===== src/rtl/ram_arbiter.sv =====
// ram_arbiter: shares one single-port synchronous RAM between instruction fetch (port 0) and load/store (port 1).
// Latency: req sampled in IDLE at edge E0, RAM strobe during the next cycle, ack/err/rdata registered after edge E2; 3 cycles per transaction.
// Backpressure: a requester holds req until ack; a losing request waits in IDLE with no timeout.
//
// Ports:
//   clock, nreset          rising-edge clock, asynchronous active-low reset
//   reqN/weN/addrN/wdataN  port N request, held until ackN (N = 0 fetch, 1 load/store)
//   ackN/rdataN/errN       1-cycle completion pulse, read data (held afterwards), out-of-range flag
//   ramR/ramW/addr/dataW   RAM strobes, address and write data (active only in ACCESS)
//   dataR                  RAM read data, registered inside the RAM
//   busy                   FSM not in IDLE
//
// Build option: define RAM_ARB_ROUND_ROBIN_EN to alternate grants on contention.
// Without it, port 1 always wins over port 0 (last_gnt is tracked but not consulted).

module ram_arbiter #(
  parameter int DWIDTH = 32,
  parameter int DEPTH  = 8
) (
  input  logic              clock,
  input  logic              nreset,
  input  logic              req0,
  input  logic              we0,
  input  logic [31:0]       addr0,
  input  logic [DWIDTH-1:0] wdata0,
  output logic              ack0,
  output logic [DWIDTH-1:0] rdata0,
  output logic              err0,
  input  logic              req1,
  input  logic              we1,
  input  logic [31:0]       addr1,
  input  logic [DWIDTH-1:0] wdata1,
  output logic              ack1,
  output logic [DWIDTH-1:0] rdata1,
  output logic              err1,
  output logic              ramR,
  output logic              ramW,
  output logic [31:0]       addr,
  output logic [DWIDTH-1:0] dataW,
  input  logic [DWIDTH-1:0] dataR,
  output logic              busy
);

  typedef enum logic [1:0] {
    IDLE   = 2'd0,
    ACCESS = 2'd1,
    RESP   = 2'd2
  } state_t;

  state_t             state_q, state_d;
  logic               gnt_q, gnt_d;            // granted port index
  logic               last_gnt_q, last_gnt_d;
  logic               we_q, we_d;
  logic [31:0]        lat_addr_q, lat_addr_d;
  logic [DWIDTH-1:0]  lat_wdata_q, lat_wdata_d;
  logic               oor_q, oor_d;            // latched address is out of range
  logic               ramr_q, ramr_d;
  logic               ramw_q, ramw_d;
  logic               ack0_q, ack0_d;
  logic               ack1_q, ack1_d;
  logic               err0_q, err0_d;
  logic               err1_q, err1_d;
  logic [DWIDTH-1:0]  rdata0_q, rdata0_d;
  logic [DWIDTH-1:0]  rdata1_q, rdata1_d;

  // Winner selection and the winner's request fields
  logic               pick1;
  logic               sel_we;
  logic [31:0]        sel_addr;
  logic [DWIDTH-1:0]  sel_wdata;
  logic               sel_oor;

  always_comb begin
    pick1 = req1;
`ifdef RAM_ARB_ROUND_ROBIN_EN
    // On contention hand the grant to the port that did not win last time.
    if (req0 && req1) begin
      pick1 = ~last_gnt_q;
    end
`endif
    sel_we    = pick1 ? we1    : we0;
    sel_addr  = pick1 ? addr1  : addr0;
    sel_wdata = pick1 ? wdata1 : wdata0;
    sel_oor   = (sel_addr >= 32'(DEPTH));
  end

  always_comb begin
    state_d     = state_q;
    gnt_d       = gnt_q;
    last_gnt_d  = last_gnt_q;
    we_d        = we_q;
    lat_addr_d  = lat_addr_q;
    lat_wdata_d = lat_wdata_q;
    oor_d       = oor_q;
    ramr_d      = 1'b0;
    ramw_d      = 1'b0;
    ack0_d      = 1'b0;
    ack1_d      = 1'b0;
    err0_d      = 1'b0;
    err1_d      = 1'b0;
    rdata0_d    = rdata0_q;
    rdata1_d    = rdata1_q;

    unique case (state_q)
      IDLE: begin
        if (req0 || req1) begin
          gnt_d       = pick1;
          we_d        = sel_we;
          lat_addr_d  = sel_addr;
          lat_wdata_d = sel_wdata;
          oor_d       = sel_oor;
          // Strobes are registered so they are clean for the whole ACCESS cycle;
          // an out-of-range address never reaches the RAM.
          ramr_d      = ~sel_we & ~sel_oor;
          ramw_d      =  sel_we & ~sel_oor;
          state_d     = ACCESS;
        end
      end
      ACCESS: begin
        state_d = RESP;
      end
      RESP: begin
        // The RAM registered its read at the end of ACCESS, so dataR is valid now;
        // capturing it here lines rdata up with the registered ack.
        if (gnt_q) begin
          ack1_d = 1'b1;
          err1_d = oor_q;
          if (!we_q && !oor_q) begin
            rdata1_d = dataR;
          end
        end else begin
          ack0_d = 1'b1;
          err0_d = oor_q;
          if (!we_q && !oor_q) begin
            rdata0_d = dataR;
          end
        end
        last_gnt_d = gnt_q;
        state_d    = IDLE;
      end
      default: begin
        state_d = IDLE;
      end
    endcase
  end

  always_ff @(posedge clock or negedge nreset) begin
    if (!nreset) begin
      state_q     <= IDLE;
      gnt_q       <= 1'b0;
      last_gnt_q  <= 1'b1;
      we_q        <= 1'b0;
      lat_addr_q  <= '0;
      lat_wdata_q <= '0;
      oor_q       <= 1'b0;
      ramr_q      <= 1'b0;
      ramw_q      <= 1'b0;
      ack0_q      <= 1'b0;
      ack1_q      <= 1'b0;
      err0_q      <= 1'b0;
      err1_q      <= 1'b0;
      rdata0_q    <= '0;
      rdata1_q    <= '0;
    end else begin
      state_q     <= state_d;
      gnt_q       <= gnt_d;
      last_gnt_q  <= last_gnt_d;
      we_q        <= we_d;
      lat_addr_q  <= lat_addr_d;
      lat_wdata_q <= lat_wdata_d;
      oor_q       <= oor_d;
      ramr_q      <= ramr_d;
      ramw_q      <= ramw_d;
      ack0_q      <= ack0_d;
      ack1_q      <= ack1_d;
      err0_q      <= err0_d;
      err1_q      <= err1_d;
      rdata0_q    <= rdata0_d;
      rdata1_q    <= rdata1_d;
    end
  end

  // Address and write data are only presented to the RAM during ACCESS.
  assign addr   = (state_q == ACCESS) ? lat_addr_q  : '0;
  assign dataW  = (state_q == ACCESS) ? lat_wdata_q : '0;
  assign ramR   = ramr_q;
  assign ramW   = ramw_q;
  assign ack0   = ack0_q;
  assign ack1   = ack1_q;
  assign err0   = err0_q;
  assign err1   = err1_q;
  assign rdata0 = rdata0_q;
  assign rdata1 = rdata1_q;
  assign busy   = (state_q != IDLE);

endmodule


===== config.mk =====
export PLATFORM = sky130hd
export DESIGN_NAME = ram_arbiter
export DESIGN_NICKNAME = d
export VERILOG_FILES = /design/src/rtl/ram_arbiter.sv
export SDC_FILE = /design/constraint.sdc
export NUM_CORES = 1
export LEC_CHECK = 0
export ABC_AREA = 1
export BUFFER_PORTS_ARGS = -buffer_cell sky130_fd_sc_hd__buf_4
export CORE_ASPECT_RATIO = 0.9
export CORE_MARGIN = 2
export CORE_UTILIZATION = 40
export CTS_BUF_LIST = sky130_fd_sc_hd__clkbuf_4
export DETAILED_ROUTE_END_ITERATION = 8
export MAX_ROUTING_LAYER = met4
export PLACE_DENSITY = 0.78
export SYNTH_ARGS = -nofsm -noshare
export SYNTH_HDL_FRONTEND = slang
export SYNTH_SLANG_ARGS = --single-unit
export TNS_END_PERCENT = 30

===== constraint.sdc =====
create_clock -name clock -period 2.7 [get_ports clock]
set_input_delay 0.81 -clock clock [delete_from_list [all_inputs] [get_ports clock]]
set_output_delay 0.81 -clock clock [all_outputs]
set_load 0.02 [all_outputs]

Yosys cells after proc, flatten, opt, wreduce, memory -nomap -nowiden
Index checks and enable logic that the tools add are counted.
Operators by class
  order comparisons: 1
  bitwise gates (word level): 5
  eq/ne operators: 3
  multiplexer cells: 19
  reductions and logical operators: 9
Operators by type and width (count)
  $mux 32: 4
  $ge 32x4->1 const B: 1
  $mux 1: 13
  $reduce_and 3->1: 2
  $pmux 2 s2: 1
  $not 1->1: 3
  $and 1x1->1: 2
  $eq 2x1->1 const B: 1
  $eq 2x2->1 const B: 1
  $logic_not 1->1: 2
  $logic_not 2->1: 1
  $mux 2: 1
  $ne 2x2->1 const B: 1
  $reduce_and 2->1: 1
  $reduce_bool 2->1: 1
  $logic_and 1x1->1: 1
  $logic_or 1x1->1: 1
Storage, ports and cells
  output and inout port bits: 135
  bits of input ports: 166
  bits in registers: 139
  logic and storage cells: 51

Depth between registers and ports, before layout
  depth after elaboration: 6
  gate-level depth with buffers: 11
  mapped depth without buffers: 9

Worst setup path before layout
No wires, ideal clock.
  path type: reg-to-output
  start: register state_q[1]
  end: output addr[10]
  arrival: 1.102 ns
  required time: 1.890 ns
  cell stages (with the launch flop): 5
  slack: 0.788 ns
  buffers on the path: 1
  cells stage by stage: dfrtp_1 -> nor2_1 -> inv_2 -> clkbuf_1 -> nor2_1
Between the ends
  word-level cells in the longest chain between the ends: 2
RTL lines
  start, declared: line 50  | state_t state_q, state_d;
  start signal, assigned: line 165  | state_q <= state_d;
  $eq 2x1->1: line 184  | assign addr = (state_q == ACCESS) ? lat_addr_q : '0;
  $mux 32: line 184
  end, declared: line 38  | output logic [31:0] addr,
No other way between the ends.

Worst setup path after layout
  start: register state_q[1]
  end: output addr[17]
The elaborated chain is that of the path after synthesis.

==> key figures <==
Worst setup path
  – Crit path launch type: flop
  – Capturing element type of the critical path: primary output
  – Worst endpoint required time: 1.89 ns
  – Maximum net fanout on the critical path: 19
  – Worst EP arrival: 1.81 ns
  – Worst setup path class: flop to primary output

Global route
  – Remaining global-route overflow: 0
  – Global-route wire length before repair: 28,660 um
  – Number of antenna violations at the first check in global routing: 2
  – GRT Util Overall: 0.2186
  – Vias in the first global route: 5,931
  – Maximum number of pins on one net before global-route repair: 65

Clock network
  – Later-pin clock latency in the skew report: 0.53 ns
  – Resize count post-CTS: 2
  – Clock-pin transition on the worst setup and hold timing paths: 0.12 ns
  – Worst-case clock buffer depth: 2
  – H-tree level count: 4
  – Inserted Clock Buffers: 17
  – Number of buffers added to fix hold violations after cts: 0
  – TritonCTS clock tree: done
  – Clock root buffer: sky130_fd_sc_hd__clkbuf_4
  – Number of sinks driven by the clock tree: 139
  – Number of setup buffers added after CTS: 0

Placed design
  – HPWL after DPL: 13,660 um
  – Number of placed instances, taps included: 1,326
  – Gpl congestion: 0.8741
  – Placed Area: 8866 um^2
  – Number of buffers added on ports: 300

Routing
  – Vias after detailed routing: 6,228
  – Remaining design rule violation count: 0
  – Routed via count divided by cell count: 4.579
  – Number of violations reported at the end of detailed-routing iteration 0: 286
  – Detailed Route WL: 18,390 um
  – Per-cell routed wire length: 13.52 um
  – First-pass detailed-route iteration total: 5
  – Remaining antenna violation count: 0

Pwr
  – Pwr Total: 7812 uW
  – Relative contribution of combinational cells to total power: 0.425
  – NetSw: 3104 uW
  – Clock power share: 0.196
  – Register share of total power: 0.379
  – Leakage power of the design: 0.005244 uW
  – Pwr/cell area: 848.3 nW/um^2
  – Internal power of the cells: 4708 uW
  – Worst vdd ir: 0.4628 mV
  – Switch share: 0.3973

Floorplan
  – Die area: 17,170 um^2
  – Die boundary width: 137.9 um
  – Die boundary height: 124.5 um
  – Effective utilization at floorplan: 0.4043
  – Count of boundary I/O pins: 301
  – Core Footprint: 15,970 um^2
  – Number of placement rows: 44

Cells and area
  – Summed area of non-filler cells in the final layout: 9209 um^2
  – Nets: 1,304
  – Layout area overhead: 42.66%
  – Fin cells: 1,360
  – Commonest cells after routing, fill and taps aside: sky130_fd_sc_hd__buf_4 (310), sky130_fd_sc_hd__nand2_1 (257), sky130_fd_sc_hd__inv_1 (144)
  – Most frequent standard cell in the layout excluding fill and tap cells: sky130_fd_sc_hd__buf_4
  – Layout cells sized above 1: 0.3084

Outcome
  – Outcome: finished, final reports clean

Timing
  – Transition time at the pin with the least slew margin: 0.5692 ns
  – Final number of setup-violating endpoints: 0
  – Setup repair after global routing missed its margin: yes
  – Sum of negative setup slack: 0 ns
  – Highest attainable clock frequency: 0.3811 GHz
  – Setup clock skew after layout: 0.01729 ns
  – Post-Route Hold Slack: 0.2163 ns
  – Final period demand of the worst path: 2.624 ns
  – Count of final max-slew check failures: 0
  – Post-route fraction of the period consumed by the critical path: 0.9720
  – Hold violation total from the final report: 0
  – Worst slew margin relative to its limit: 0.6205

Worst hold path
  – Worst hold-check path type: primary input to asynchronous set/reset pin

Synthesis
  – Mean instance size in the synthesized netlist: 7.585 um^2
  – Cells after synthesis: 851
  – Part of the Yosys area used for sequential elements: 0.5389
  – Number of synthesized register bits: 139
  – Post-synth design cell area: 6455 um^2
  – Count of unique library cells instantiated by Yosys: 21
  – Synthesized net count: 1,017
  – Yosys synthesis warning count: 0

Job
  – Max-capacitance violation count: 0
sequential cells by signal, summed over array words and instances, names as in the netlist:
| register | cells |
|---|---|
| we_q | 1 |
| lat_addr_q | 32 |
| ack1 | 1 |
| rdata1 | 32 |
| oor_q | 1 |
| err1 | 1 |
| ack0 | 1 |
| ramW | 1 |
| gnt_q | 1 |
| err0 | 1 |
| ramR | 1 |
| state_q | 2 |
| lat_wdata_q | 32 |
| rdata0 | 32 |
cell usage after synthesis:
cell                       instances  area, um^2
sky130_fd_sc_hd__a21oi_1           2       10.01
sky130_fd_sc_hd__a31oi_1          35       219.0
sky130_fd_sc_hd__buf_1             2       7.510
sky130_fd_sc_hd__buf_2            11       55.05
sky130_fd_sc_hd__buf_4             1       7.510
sky130_fd_sc_hd__buf_6             6       67.56
sky130_fd_sc_hd__clkbuf_1         25       93.84
sky130_fd_sc_hd__dfrtp_1         139        3478
sky130_fd_sc_hd__inv_1           144       540.5
sky130_fd_sc_hd__inv_2             2       7.510
sky130_fd_sc_hd__inv_4             1       6.260
sky130_fd_sc_hd__nand2_1         259       972.2
sky130_fd_sc_hd__nand2_2           1       6.260
sky130_fd_sc_hd__nand3_1           1       5.000
sky130_fd_sc_hd__nor2_1          117       439.2
sky130_fd_sc_hd__nor2_2            1       6.260
sky130_fd_sc_hd__nor3_1            2       10.01
sky130_fd_sc_hd__o21ai_0          94       470.5
sky130_fd_sc_hd__o21ai_1           6       30.03
sky130_fd_sc_hd__o21ai_4           1       16.27
sky130_fd_sc_hd__or2_0             1       6.260
logic make-up (layout without fill, tap and decap cells):
logic type	Yosys count	count (layout)	synth area share
AO/OA/AOI/OAI	138	138	0.1155
buffers and inverters	192	492	0.1217
flip-flops	139	139	0.5389
other	0	2	0
AND/OR/NAND/NOR	382	382	0.2239
power groups by stage:
stage	Sequential, uW	Combinational (uW)	Clock (uW)
finish	2960	3320	1530
global route	3040	3670	1670
global placement	2990	3260	0
CTS	2960	3350	1590
floorplan	3010	1920	0
detailed placement	2990	3340	0
layer usage:
layer  up-vias  part of all wire  global-route usage
met1      2816              0.43              0.2701
li1       3145                 -                   -
met5         -                 0                   -
met2       244              0.47              0.3561
met3        23             0.078             0.05332
met4         0             0.018             0.06182
per-stage QoR:
| stage | utilization | worst slack [ns] |
|---|---|---|
| finish | 0.5768 | 0.07568 |
| global route | 0.5768 | -0.04489 |
| detailed placement | 0.5553 | 0.4569 |
| floorplan | - | 0.7879 |
| CTS | 0.5763 | 0.01572 |
| global placement | 0.5553 | 0.4925 |
worst max-delay path: stages, from the launching register on:
cell and delay, ns:
sky130_fd_sc_hd__dfrtp_1 0.42, sky130_fd_sc_hd__nor2_2 0.18, sky130_fd_sc_hd__inv_4 0.12, sky130_fd_sc_hd__buf_4 0.22, sky130_fd_sc_hd__nor2_1 0.17, sky130_fd_sc_hd__buf_4 0.17
worst paths after layout:
check | slack [ns] | start | cells after the start | to
worst max-delay path | 0.08 | state_q[1] | 5 | addr[17]
worst min-delay path | 0.22 | nreset | 1 | rdata1[2]
worst max register to register | 0.90 | state_q[1] | 6 | lat_wdata_q[23]
worst min register to register | 0.49 | state_q[1] | 1 | state_q[1]
max in group asynchronous | 1.76 | nreset | 2 | rdata0[22]
min in group clock | 0.49 | state_q[1] | 1 | state_q[1]
final cells by class:
type / count / area [um^2]
Antenna cell: 2 / 5.005
Multi-Input combinational cell: 520 / 2201
Clock inverter: 14 / 195.2
Tap cell: 207 / 259.0
Timing Repair Buffer: 313 / 2379
Clock buffer: 18 / 135.1
Inverter: 147 / 556.8
Fill cell: 1479 / 6756
Sequential cell: 139 / 3478
Note: power is estimated with default switching activity, not from simulation.
